### config.mk
export PLATFORM = sky130hd
export DESIGN_NAME = bin2bcd_seq
export DESIGN_NICKNAME = d
export VERILOG_FILES = /design/src/rtl/bin2bcd_seq.sv
export SDC_FILE = /design/constraint.sdc
export NUM_CORES = 1
export LEC_CHECK = 0
export CAP_MARGIN = 30
export CORE_MARGIN = 2
export CORE_UTILIZATION = 50
export CTS_CLUSTER_DIAMETER = 80
export CTS_CLUSTER_SIZE = 14
export DETAILED_ROUTE_END_ITERATION = 12
export DONT_BUFFER_PORTS = 1
export PLACE_DENSITY_LB_ADDON = 0.3
export SLEW_MARGIN = 20
export SYNTH_ARGS = -nofsm -noshare
export SYNTH_HDL_FRONTEND = slang
export SYNTH_SLANG_ARGS = --single-unit
### constraint.sdc
create_clock -name clk -period 2.7 [get_ports clk]
set_input_delay 0.135 -clock clk [delete_from_list [all_inputs] [get_ports clk]]
set_output_delay 0.135 -clock clk [all_outputs]
set_load 0.005 [all_outputs]
### src/rtl/bin2bcd_seq.sv
// Sequential 20-bit binary to 6-digit BCD converter (double dabble, one bit per cycle).
// Optional macro BIN2BCD_OVF_EN adds an ovf output and clamps out-of-range results to 999999.
module bin2bcd_seq (
    input  logic        clk,
    input  logic        rst,
    input  logic        start,
    input  logic [19:0] value,
    output logic        busy,
    output logic        done,
    output logic [3:0]  bcd5,
    output logic [3:0]  bcd4,
    output logic [3:0]  bcd3,
    output logic [3:0]  bcd2,
    output logic [3:0]  bcd1,
    output logic [3:0]  bcd0
`ifdef BIN2BCD_OVF_EN
    ,
    output logic        ovf
`endif
);

    localparam int DATA_W = 20;
    localparam int ACC_W  = 28;

    typedef enum logic {IDLE, SHIFT} state_t;

    state_t              state, state_nx;
    logic [4:0]          cnt;
    logic                accept, finish;
    logic [DATA_W-1:0]   sr, sr_nx;
    logic [ACC_W-1:0]    acc, acc_adj, acc_nx;
    logic [23:0]         digits;

    function automatic logic [ACC_W-1:0] add3(input logic [ACC_W-1:0] a);
        logic [ACC_W-1:0] r;
        r = a;
        for (int i = 0; i < 7; i++) begin
            if (a[i*4 +: 4] >= 4'd5)
                r[i*4 +: 4] = a[i*4 +: 4] + 4'd3;
        end
        return r;
    endfunction

    always_comb begin
        state_nx = state;
        accept   = 1'b0;
        finish   = 1'b0;
        case (state)
            IDLE: begin
                if (start) begin
                    accept   = 1'b1;
                    state_nx = SHIFT;
                end
            end
            SHIFT: begin
                if (cnt == 5'd19) begin
                    finish   = 1'b1;
                    state_nx = IDLE;
                end
            end
            default: state_nx = IDLE;
        endcase
    end

    always_ff @(posedge clk) begin
        if (rst) begin
            state <= IDLE;
            cnt   <= 5'd0;
        end else begin
            state <= state_nx;
            if (accept || finish)
                cnt <= 5'd0;
            else if (state == SHIFT)
                cnt <= cnt + 5'd1;
        end
    end

    // One double-dabble step: adjust nibbles, then shift {acc, sr} left by one.
    always_comb begin
        acc_adj = add3(acc);
        acc_nx  = (acc_adj << 1) | {{(ACC_W-1){1'b0}}, sr[DATA_W-1]};
        sr_nx   = sr << 1;
    end

    always_ff @(posedge clk) begin
        if (accept) begin
            sr  <= value;
            acc <= '0;
        end else if (state == SHIFT) begin
            sr  <= sr_nx;
            acc <= acc_nx;
        end
    end

    always_ff @(posedge clk) begin
        if (rst) begin
            done   <= 1'b0;
            digits <= 24'd0;
`ifdef BIN2BCD_OVF_EN
            ovf    <= 1'b0;
`endif
        end else begin
            done <= finish;
            if (finish) begin
`ifdef BIN2BCD_OVF_EN
                if (acc_nx[27:24] != 4'd0) begin
                    digits <= 24'h999999;
                    ovf    <= 1'b1;
                end else begin
                    digits <= acc_nx[23:0];
                    ovf    <= 1'b0;
                end
`else
                digits <= acc_nx[23:0];
`endif
            end
        end
    end

    assign busy = (state == SHIFT);
    assign bcd0 = digits[3:0];
    assign bcd1 = digits[7:4];
    assign bcd2 = digits[11:8];
    assign bcd3 = digits[15:12];
    assign bcd4 = digits[19:16];
    assign bcd5 = digits[23:20];

endmodule

---- Word level (Yosys, flattened, before mapping) ----
Index checks and enable logic that the tools add are counted.
operators by class
  $add $sub $neg .......................... 8
  $lt $le $gt $ge ......................... 7
  equal/unequal tests ..................... 1
  mux-type cells .......................... 15
  bitwise logic cells ..................... 2
  reductions and logical operators ........ 3
operators with widths
  cell                   count
  $mux W20               2
  $ge A4 B3 Y1 const B   7
  $or A28 B1 Y28         1
  $add A4 B2 Y4 const B  6
  $mux W4                6
  $add A5 B1 Y5 const B  1
  $eq A5 B5 Y1 const B   1
  $mux W1                5
  $add A3 B2 Y3 const B  1
  $mux W3                1
  $pmux W1 S2            1
  $reduce_bool A2 Y1     1
  $reduce_or A2 Y1       1
  $logic_or A1 B1 Y1     1
  $not A1 Y1             1
word-level totals
  register bits after elaboration ......... 79
  input bits .............................. 23
  output and inout bits ................... 26
  logic and storage cells ................. 42

---- Depth between registers and ports, before layout ----
Gate-level depths: netlist of the first run.
  depth in word-level cells ............... 5
  depth in mapped cells ................... 7
  depth with buffers taken out ............ 6

---- Worst setup path after synthesis of the first run ----
OpenSTA, ideal clock, no wires.
  kind .................................... register to register
  from .................................... register state, in the netlist busy
  to ...................................... register sr[10] (data pin)
  library setup time ...................... 0.260 ns
  data arrival time ....................... 1.238 ns
  required time ........................... 2.440 ns
  setup slack ............................. 1.202 ns
  cell stages (with the launch flop) ...... 6
  path buffers ............................ 3
  period minus slack after synthesis ...... 1.498 ns
  cells stage by stage .................... dfxtp_1 > buf_4 > nor2b_1 > buf_2 > buf_2 > mux2_2
between the ends
  cells in the longest elaborated chain, start to end .. 2
RTL lines
  what                    line  RTL
  from (decl)             27    state_t state, state_nx;
  from (signal assigned)  70    state <= state_nx;
  $mux W1                 48    case (state)
  $mux W20                86    if (accept) begin
  to (signal assigned)    87    sr <= value;
  to (signal assigned)    90    sr <= sr_nx;
  to (decl)               30    logic [DATA_W-1:0] sr, sr_nx;
Every way passes these cells.
A chain may end at the register's enable or synchronous reset.

---- Worst setup path in the final report of the first run ----
  from .................................... register cnt[0]
  to ...................................... register digits[6]
between the ends
  cells in the longest elaborated chain, start to end .. 3
RTL lines
  what                    line  RTL
  from (decl)             28    logic [4:0] cnt;
  from (signal assigned)  74    cnt <= cnt + 5'd1;
  $eq A5 B5 Y1            56    if (cnt == 5'd19) begin
  $mux W1                 56
  $mux W1                 48
  to (signal assigned)    114   digits <= acc_nx[23:0];
  to (decl)               32    logic [23:0] digits;
Every way passes these cells.

==> results of run 1 <==
-- area by class of cell --
cell class	instances	area (um^2)	area share
Timing Repair Buffer	25	243	0.0648
Inverter	13	48.8	0.0130
Tap cell	77	96.3	0.0257
Clock buffer	9	124	0.0331
Multi-Input combinational cell	179	1460	0.389
Clock inverter	7	75.1	0.0200
Sequential cell	75	1700	0.455
-- how the worst min path moves through the flow --
stage	from	to	slack [ns]
finish	rst	digits[23]	0.21
global route	rst	digits[23]	0.21
CTS	rst	digits[23]	0.19
detailed placement	rst	cnt[4]	0.23
global placement	rst	cnt[4]	0.22
floorplan	rst	cnt[4]	0.21
-- layer usage --
| layer | vias up | share of wire | track usage |
|---|---|---|---|
| li1 | 1058 | - | - |
| met2 | 41 | 0.47 | 0.268 |
| met4 | 0 | 0.020 | 0.0823 |
| met1 | 964 | 0.47 | 0.211 |
| met3 | 10 | 0.045 | 0.0545 |
| met5 | - | 0 | 0 |
-- stage by stage --
stage / hold WS (ns) / instance area (um^2)
after floorplan: 0.213 / 3280
after global routing: 0.205 / 3740
after detailed placement: 0.226 / 3330
after CTS: 0.192 / 3740
after global placement: 0.216 / 3330
final: 0.210 / 3740
-- synthesized netlist by cell type --
cell type and n:
clkbuf_1 3, xnor2_1 7, a22o_1 13, nor3b_1 18, a21o_1 12, nand4_1 1
inv_2 1, xor2_1 2, inv_1 12, nand2_1 1, nand2b_1 18, o31ai_1 1
a211oi_1 1, nand2_4 1, nor2b_1 3, nor3_1 10, o2bb2ai_1 11, mux2i_1 18
or2_2 2, buf_1 1, dfxtp_1 55, buf_4 2, a21oi_1 17, nor3b_2 1
buf_6 1, buf_2 7, mux2_2 19, nor2_2 1, edfxtp_1 20, and2_1 2
o21ai_0 7, ha_1 13
-- timing repair --
item                                    CTS  global route
hold buffers                             22             0
endpoints found under the setup margin    0             0
hold endpoints to repair                 49             0
-- flip-flops by register name, indices dropped and copies added (netlist names) --
signal  flops
done        1
sr         20
cnt         5
acc        24
digits     24
busy        1
-- cells by family after synthesis --
family	count (synthesis)
muxes	37
DFF	75
and+or+nand+nor	58
adders and majority gates	13
xor gates and xnor gates	9
AOI/OAI and AO/OA	62
buffers and inverters	27
-- worst max-delay path, cell delays in order (launching register included) --
cell,delay (ns)
dfxtp_1,0.38
ha_1,0.21
nand2_4,0.07
nor3b_2,0.24
nand2b_1,0.34
inv_2,0.35
a22o_1,0.18
-- report_power, final --
part	switching, mW	internal [mW]	leakage, nW
Combinational	0.0895	0.100	0.734
Sequential	0.0267	1.22	0.646
Clock	0.434	0.430	0.0884
Total	0.550	1.75	1.47
==> impl_metrics.env, run 1 <==
export IMPL_fin_crit_sh=0.677
export IMPL_final_util=0.590
export IMPL_synth_simple_area_share=0.116
export IMPL_synthMuxAreaShare=0.120
export IMPL_n_antenna_cell=0
export IMPL_setup_tns_ns=0
export IMPL_root_buffer="clkbuf_8"
export IMPL_core_area_um2=6350
export IMPL_netlist_top_cells_area="dfxtp_1, edfxtp_1, mux2_2, mux2i_1, ha_1"
export IMPL_r2r_start="cnt[0]"
export IMPL_die_x_um=85.0
export IMPL_post_cts_buffers=0
export IMPL_clock_sinks=75
export IMPL_drv_slew=0
export IMPL_finalSetupViolCount=0
export IMPL_cp_end_kind="flop"
export IMPL_synthAdderAreaFrac=0.0496
export IMPL_yosys_area_top_type_share=0.336
export IMPL_dieArea_um2=7220
export IMPL_hold_viol_final=0
export IMPL_fmax_ghz=0.547
export IMPL_cellLeakagePower_nw=1.47
export IMPL_place_gp_congestion=0.792
export IMPL_clk_pin_slew_ns=0.08
export IMPL_worst_ep_required_time_ns=2.99
export IMPL_setup_ws_ns=0.873
export IMPL_yosysSeqAreaShare=0.519
export IMPL_io_buffers=0
export IMPL_grt_pass1_vias=2019
export IMPL_synthXorXnorAreaFrac=0.0240
export IMPL_dr_pass1_iters=4
export IMPL_worstPathArrival_ns=2.12
export IMPL_finalPower_mw=2.30
export IMPL_drive_gt1_frac=0.149
export IMPL_synth_top_family_by_area="compound AO/OA/AOI/OAI gates"
export IMPL_syn_area_per_cell_um2=11.7
export IMPL_drt_iter0_drc=109
export IMPL_post_place_ws_ns=0.901
export IMPL_grt_max_degree=39
export IMPL_gr_total_overflow=0
export IMPL_synth_cells=281
export IMPL_vias=2073
export IMPL_finalClockSkew_ns=0.00827
export IMPL_synth_compound_area_frac=0.133
export IMPL_cts_resized_gates=0
export IMPL_reg2regPathDepth=6
export IMPL_tightestPinTransition_ns=0.838
export IMPL_grt_pass1_wl_um=9580
export IMPL_p_per_area_nw_per_um2=613
export IMPL_tritoncts="yes"
export IMPL_pin_count=49
export IMPL_nNetsFinal=339
export IMPL_start_kind="flop"
export IMPL_initial_core_util=0.516
export IMPL_ys_ff_latch=75
export IMPL_cts_buffers=9
export IMPL_layout_common_cells="dfxtp_1, dlygate4sd3_1, edfxtp_1"
export IMPL_wirelength_um=5680
export IMPL_antenna_found_initial=0
export IMPL_dp_cells=347
export IMPL_cp_max_fo=14
export IMPL_cts_htree_levels=3
export IMPL_dp_hpwl_um=3590
export IMPL_syn_to_final_growth_pct=14.2
export IMPL_fillerInstances=512
export IMPL_crit_type="reg2reg"
export IMPL_hp_class="in2reg"
export IMPL_endpoint="digits[6]"
export IMPL_rows=29
export IMPL_drv_cap=0
export IMPL_drc=0
export IMPL_grt_use_total=0.170
export IMPL_clk_latency_ns=0.35
export IMPL_layout_commonest_cell="dfxtp_1"
export IMPL_synth_area_um2=3280
export IMPL_status="finished clean"
export IMPL_rrSetupSlack_ns=0.87
export IMPL_ant_nets=0
export IMPL_period_needed_ns=1.83
export IMPL_rsz0062_at_grt="false"
export IMPL_final_cell_count_no_fill=385
export IMPL_hold_depth=3
export IMPL_die_h_um=85.0
export IMPL_syn_nets=317
export IMPL_synth_cell_types=32
export IMPL_yosysTopAreaCell="dfxtp_1"
export IMPL_yosysWarnings=0
export IMPL_ir_drop_mv=0.421
export IMPL_relSlewSlack=0.439
export IMPL_reg2reg_to="digits[6]"
export IMPL_startpoint="cnt[0]"
export IMPL_wl_per_cell_um=14.8
export IMPL_via_per_inst=5.38
export IMPL_ctsLongestPathBuffers=2
Power figures use the tool's default switching activity.
==> run 2, diff against run 1 <==
==> constraint.sdc (replaced) <==
create_clock -name clk -period 1.7 [get_ports clk]
set_input_delay 0.085 -clock clk [delete_from_list [all_inputs] [get_ports clk]]
set_output_delay 0.085 -clock clk [all_outputs]
set_load 0.005 [all_outputs]
==> impl_metrics.env, run 2 (synthesized netlist as in run 1, its figures left out) <==
export IMPL_status="finished clean"
export IMPL_grt_use_total=0.172
export IMPL_nNetsFinal=341
export IMPL_min_from="rst"
export IMPL_drv_slew=0
export IMPL_drc=0
export IMPL_rrSetupSlack_ns=0.21
export IMPL_p_per_area_nw_per_um2=980
export IMPL_die_x_um=85.0
export IMPL_period_needed_ns=1.49
export IMPL_cp_max_fo=25
export IMPL_ctsLongestPathBuffers=2
export IMPL_root_buffer="clkbuf_8"
export IMPL_grt_pass1_wl_um=9780
export IMPL_rsz0062_at_grt="false"
export IMPL_place_gp_congestion=0.801
export IMPL_initial_core_util=0.516
export IMPL_layout_common_cells="dfxtp_1, dlygate4sd3_1, edfxtp_1"
export IMPL_finalClockSkew_ns=0.00917
export IMPL_start_kind="flop"
export IMPL_dp_hpwl_um=3680
export IMPL_grt_max_degree=38
export IMPL_drive_gt1_frac=0.145
export IMPL_core_area_um2=6350
export IMPL_vias=2100
export IMPL_rows=29
export IMPL_relSlewSlack=0.437
export IMPL_min_to="done"
export IMPL_ant_nets=0
export IMPL_dr_pass1_iters=4
export IMPL_via_per_inst=5.43
export IMPL_dieArea_um2=7220
export IMPL_layout_commonest_cell="dfxtp_1"
export IMPL_cts_buffers=9
export IMPL_setup_tns_ns=0
export IMPL_post_cts_buffers=0
export IMPL_hp_class="in2reg"
export IMPL_grt_pass1_vias=2085
export IMPL_reg2regPathDepth=6
export IMPL_path_delay_family="simple AND/OR/NAND/NOR gates"
export IMPL_cp_num_cells=6
export IMPL_n_antenna_cell=0
export IMPL_cp_end_kind="flop"
export IMPL_worst_ep_required_time_ns=1.93
export IMPL_slowest_stage="dfxtp_1"
export IMPL_wl_per_cell_um=14.6
export IMPL_drv_cap=0
export IMPL_worstPathCellList="ha_1 > nand2_4 > nor3b_2 > nor2_2 > buf_12 > a22o_1"
export IMPL_cp_slowest_stage_delay_ns=0.38
export IMPL_worstPathArrival_ns=1.72
export IMPL_r2r_start="cnt[0]"
export IMPL_clk_pin_slew_ns=0.07
export IMPL_cts_resized_gates=0
export IMPL_tightestPinTransition_ns=0.842
export IMPL_final_cell_area_um2=3780
export IMPL_post_dp_cell_area_um2=3350
export IMPL_fmax_ghz=0.672
export IMPL_gr_total_overflow=0
export IMPL_path_buf_inv=1
export IMPL_io_buffers=0
export IMPL_die_h_um=85.0
export IMPL_fin_crit_sh=0.875
export IMPL_pin_count=49
export IMPL_crit_type="reg2reg"
export IMPL_cellLeakagePower_nw=1.50
export IMPL_clk_latency_ns=0.34
export IMPL_clock_sinks=75
export IMPL_drt_iter0_drc=77
export IMPL_largestRegisters="acc x24, digits x24, sr x20"
export IMPL_wirelength_um=5640
export IMPL_syn_to_final_growth_pct=15.3
export IMPL_antenna_found_initial=0
export IMPL_reg2reg_to="digits[18]"
export IMPL_hold_depth=2
export IMPL_hold_viol_final=0
export IMPL_tritoncts="yes"
export IMPL_cts_htree_levels=3
export IMPL_finalSetupViolCount=0
export IMPL_ir_drop_mv=0.595
## run 2: how the worst max path moves through the flow
stage / start / to
after floorplan: busy / sr[10]
after global placement: cnt[0] / digits[6]
after detailed placement: cnt[0] / digits[18]
after CTS: cnt[0] / digits[18]
after global routing: cnt[0] / digits[14]
final: cnt[0] / digits[18]
## run 2: where the power goes
| part | switching, mW | internal [mW] |
|---|---|---|
| Sequential | 0.0435 | 1.93 |
| Combinational | 0.144 | 0.164 |
| Clock | 0.609 | 0.814 |
## run 2: final cells by class
cell class,count,area (um^2)
clock buffer,10,128
sequential,75,1700
fill,479,2570
multi-input combinational,179,1460
tap,77,96.3
timing repair buffer,27,270
clock inverter,6,80.1
inverter,13,48.8
## run 2: stage by stage
step / total power, mW / util / setup slack [ns] / instances / hold WS [ns]
2_1_floorplan: 2.23 / - / 0.202 / 281 / 0.163
3_3_place_gp: 2.27 / 0.528 / 0.240 / 349 / 0.167
3_5_place_dp: 2.28 / 0.528 / 0.218 / 349 / 0.171
4_1_cts: 3.75 / 0.595 / 0.193 / 387 / 0.0547
5_1_grt: 3.89 / 0.595 / 0.0388 / 387 / 0.0764
6_report: 3.71 / 0.595 / 0.213 / 387 / 0.0682
## run 2: repair_timing
action                                  in CTS  in global routing
hold buffers                                22                  0
endpoints found under the hold margin       49                  0
endpoints found under the setup margin       0                  0
## run 2: layer usage
layer | global-route usage | part of all wire
met1 | 0.202 | 0.45
met3 | 0.0749 | 0.051
met2 | 0.280 | 0.48
met5 | 0 | 0
met4 | 0.0649 | 0.015
==> run 3, diff against run 2 <==
--- a/config.mk
+++ b/config.mk
@@ -13,6 +13,7 @@
 export DETAILED_ROUTE_END_ITERATION = 12
 export DONT_BUFFER_PORTS = 1
 export PLACE_DENSITY_LB_ADDON = 0.3
+export SETUP_SLACK_MARGIN = 0.3
 export SLEW_MARGIN = 20
 export SYNTH_ARGS = -nofsm -noshare
 export SYNTH_HDL_FRONTEND = slang
==> impl_metrics.env, run 3 (synthesized netlist as in run 1, its figures left out) <==
export IMPL_grt_busiest_layer="met2"
export IMPL_relSlewSlack=0.446
export IMPL_cellLeakagePower_nw=1.55
export IMPL_pin_count=49
export IMPL_core_area_um2=6350
export IMPL_hold_depth=3
export IMPL_grt_pass1_vias=2072
export IMPL_rsz0062_at_grt="true"
export IMPL_drv_cap=0
export IMPL_fin_crit_sh=0.811
export IMPL_io_buffers=0
export IMPL_gr_total_overflow=0
export IMPL_fmax_ghz=0.725
export IMPL_setup_ws_ns=0.321
export IMPL_slowest_stage="dfxtp_2"
export IMPL_dp_hpwl_um=3530
export IMPL_tightestPinTransition_ns=0.828
export IMPL_n_antenna_cell=0
export IMPL_largestRegisters="acc x24, digits x24, sr x20"
export IMPL_use_met1=0.227
export IMPL_clk_latency_ns=0.36
export IMPL_drive_gt1_frac=0.292
export IMPL_hp_class="in2reg"
export IMPL_status="finished clean"
export IMPL_drc=0
export IMPL_dr_pass1_iters=4
export IMPL_wl_per_cell_um=15.7
export IMPL_initial_core_util=0.516
export IMPL_die_h_um=85.0
export IMPL_layout_commonest_cell="dfxtp_1"
export IMPL_crit_type="reg2reg"
export IMPL_tritoncts="yes"
export IMPL_layout_common_cells="dfxtp_1, dlygate4sd3_1, edfxtp_1"
export IMPL_finalClockSkew_ns=0.00695
export IMPL_worst_ep_required_time_ns=1.99
export IMPL_start_kind="flop"
export IMPL_grt_use_total=0.177
export IMPL_nNetsFinal=346
export IMPL_root_buffer="clkbuf_8"
export IMPL_clock_sinks=75
export IMPL_die_x_um=85.0
export IMPL_cts_htree_levels=3
export IMPL_via_per_inst=5.51
export IMPL_ctsLongestPathBuffers=2
export IMPL_clk_pin_slew_ns=0.07
export IMPL_cp_slowest_stage_delay_ns=0.33
export IMPL_hold_viol_final=0
export IMPL_period_needed_ns=1.38
export IMPL_finalSetupViolCount=0
export IMPL_antenna_found_initial=0
export IMPL_grt_pass1_wl_um=9960
export IMPL_grtUsageMet2=0.272
export IMPL_vias=2158
export IMPL_ir_drop_mv=0.730
export IMPL_worstPathArrival_ns=1.67
export IMPL_reg2regPathDepth=6
export IMPL_wirelength_um=6140
export IMPL_place_gp_congestion=0.814
export IMPL_worstPathCellList="inv_2 > ha_1 > nand2b_4 > a21oi_4 > mux2i_2 > a22o_1"
export IMPL_drt_iter0_drc=82
export IMPL_cp_max_fo=4
export IMPL_whs_ns=0.0761
export IMPL_grt_max_degree=42
export IMPL_cp_end_kind="flop"
export IMPL_setup_tns_ns=0
export IMPL_post_place_ws_ns=0.233
export IMPL_syn_to_final_growth_pct=23.7
export IMPL_ant_nets=0
export IMPL_finalPower_mw=3.86
export IMPL_rows=29
export IMPL_cts_buffers=9
export IMPL_drv_slew=0
export IMPL_p_per_area_nw_per_um2=951
export IMPL_dieArea_um2=7220
export IMPL_grt_util_met3=0.0506
-- run 3: changes by cell type in the layout (fill, tap and decap cells not counted), sizes merged --
cell | previous run | this run
buf | 5 | 10
clkbuf | 10 | 13
bufinv | 2 | 1
clkinvlp | 1 | 0
inv | 13 | 12
-- run 3: cell type report --
class / instances / area (um^2)
timing repair buffer: 32 / 332
clock inverter: 3 / 43.8
tap: 77 / 96.3
sequential: 75 / 1720
fill: 478 / 2290
inverter: 13 / 56.3
clock buffer: 13 / 174
multi-input combinational: 179 / 1640
-- run 3: metrics by stage --
step | area, um^2 | utilization | std cells
6_report | 4060 | 0.639 | 392
4_1_cts | 3890 | 0.613 | 390
5_1_grt | 4060 | 0.639 | 392
3_3_place_gp | 3380 | 0.532 | 350
3_5_place_dp | 3380 | 0.532 | 350
2_1_floorplan | 3300 | - | 281
-- run 3: final timing paths --
kind                            startpoint         end  slack [ns]
worst max-delay path                acc[5]   digits[6]        0.32
worst min-delay path                   rst  digits[20]        0.08
worst max register to register      acc[5]   digits[6]        0.32
worst min register to register      sr[19]      acc[0]        0.49
-- run 3: worst max-delay path: cells and delay by family (launching register included) --
kind	cells	cell delay [ns]
fa+ha+maj	1	0.17
compound gates	2	0.35
buf+inv	1	0.05
flops	1	0.33
mux	1	0.27
simple gates	1	0.15
-- run 3: metal layers --
layer	wire [um]	vias up
met2	3000	39
met3	241	10
li1	-	1076
met5	0	-
met4	111	0
met1	2780	1033
-- run 3: what timing repair did --
| action | 4_1_cts | 5_1_grt |
|---|---|---|
| endpoints found under the hold margin | 49 | 0 |
| gates resized for setup | 18 | 37 |
| gates cloned | 0 | 0 |
| hold buffers | 22 | 0 |
| setup endpoints to repair | 22 | 38 |
| pin swaps | 6 | 14 |
| buffers inserted | 2 | 2 |
-- run 3: power breakdown --
group | leakage (nW) | switching (mW) | internal (mW)
clock | 0.112 | 0.646 | 0.825
sequential | 0.651 | 0.0511 | 1.93
combinational | 0.787 | 0.179 | 0.220
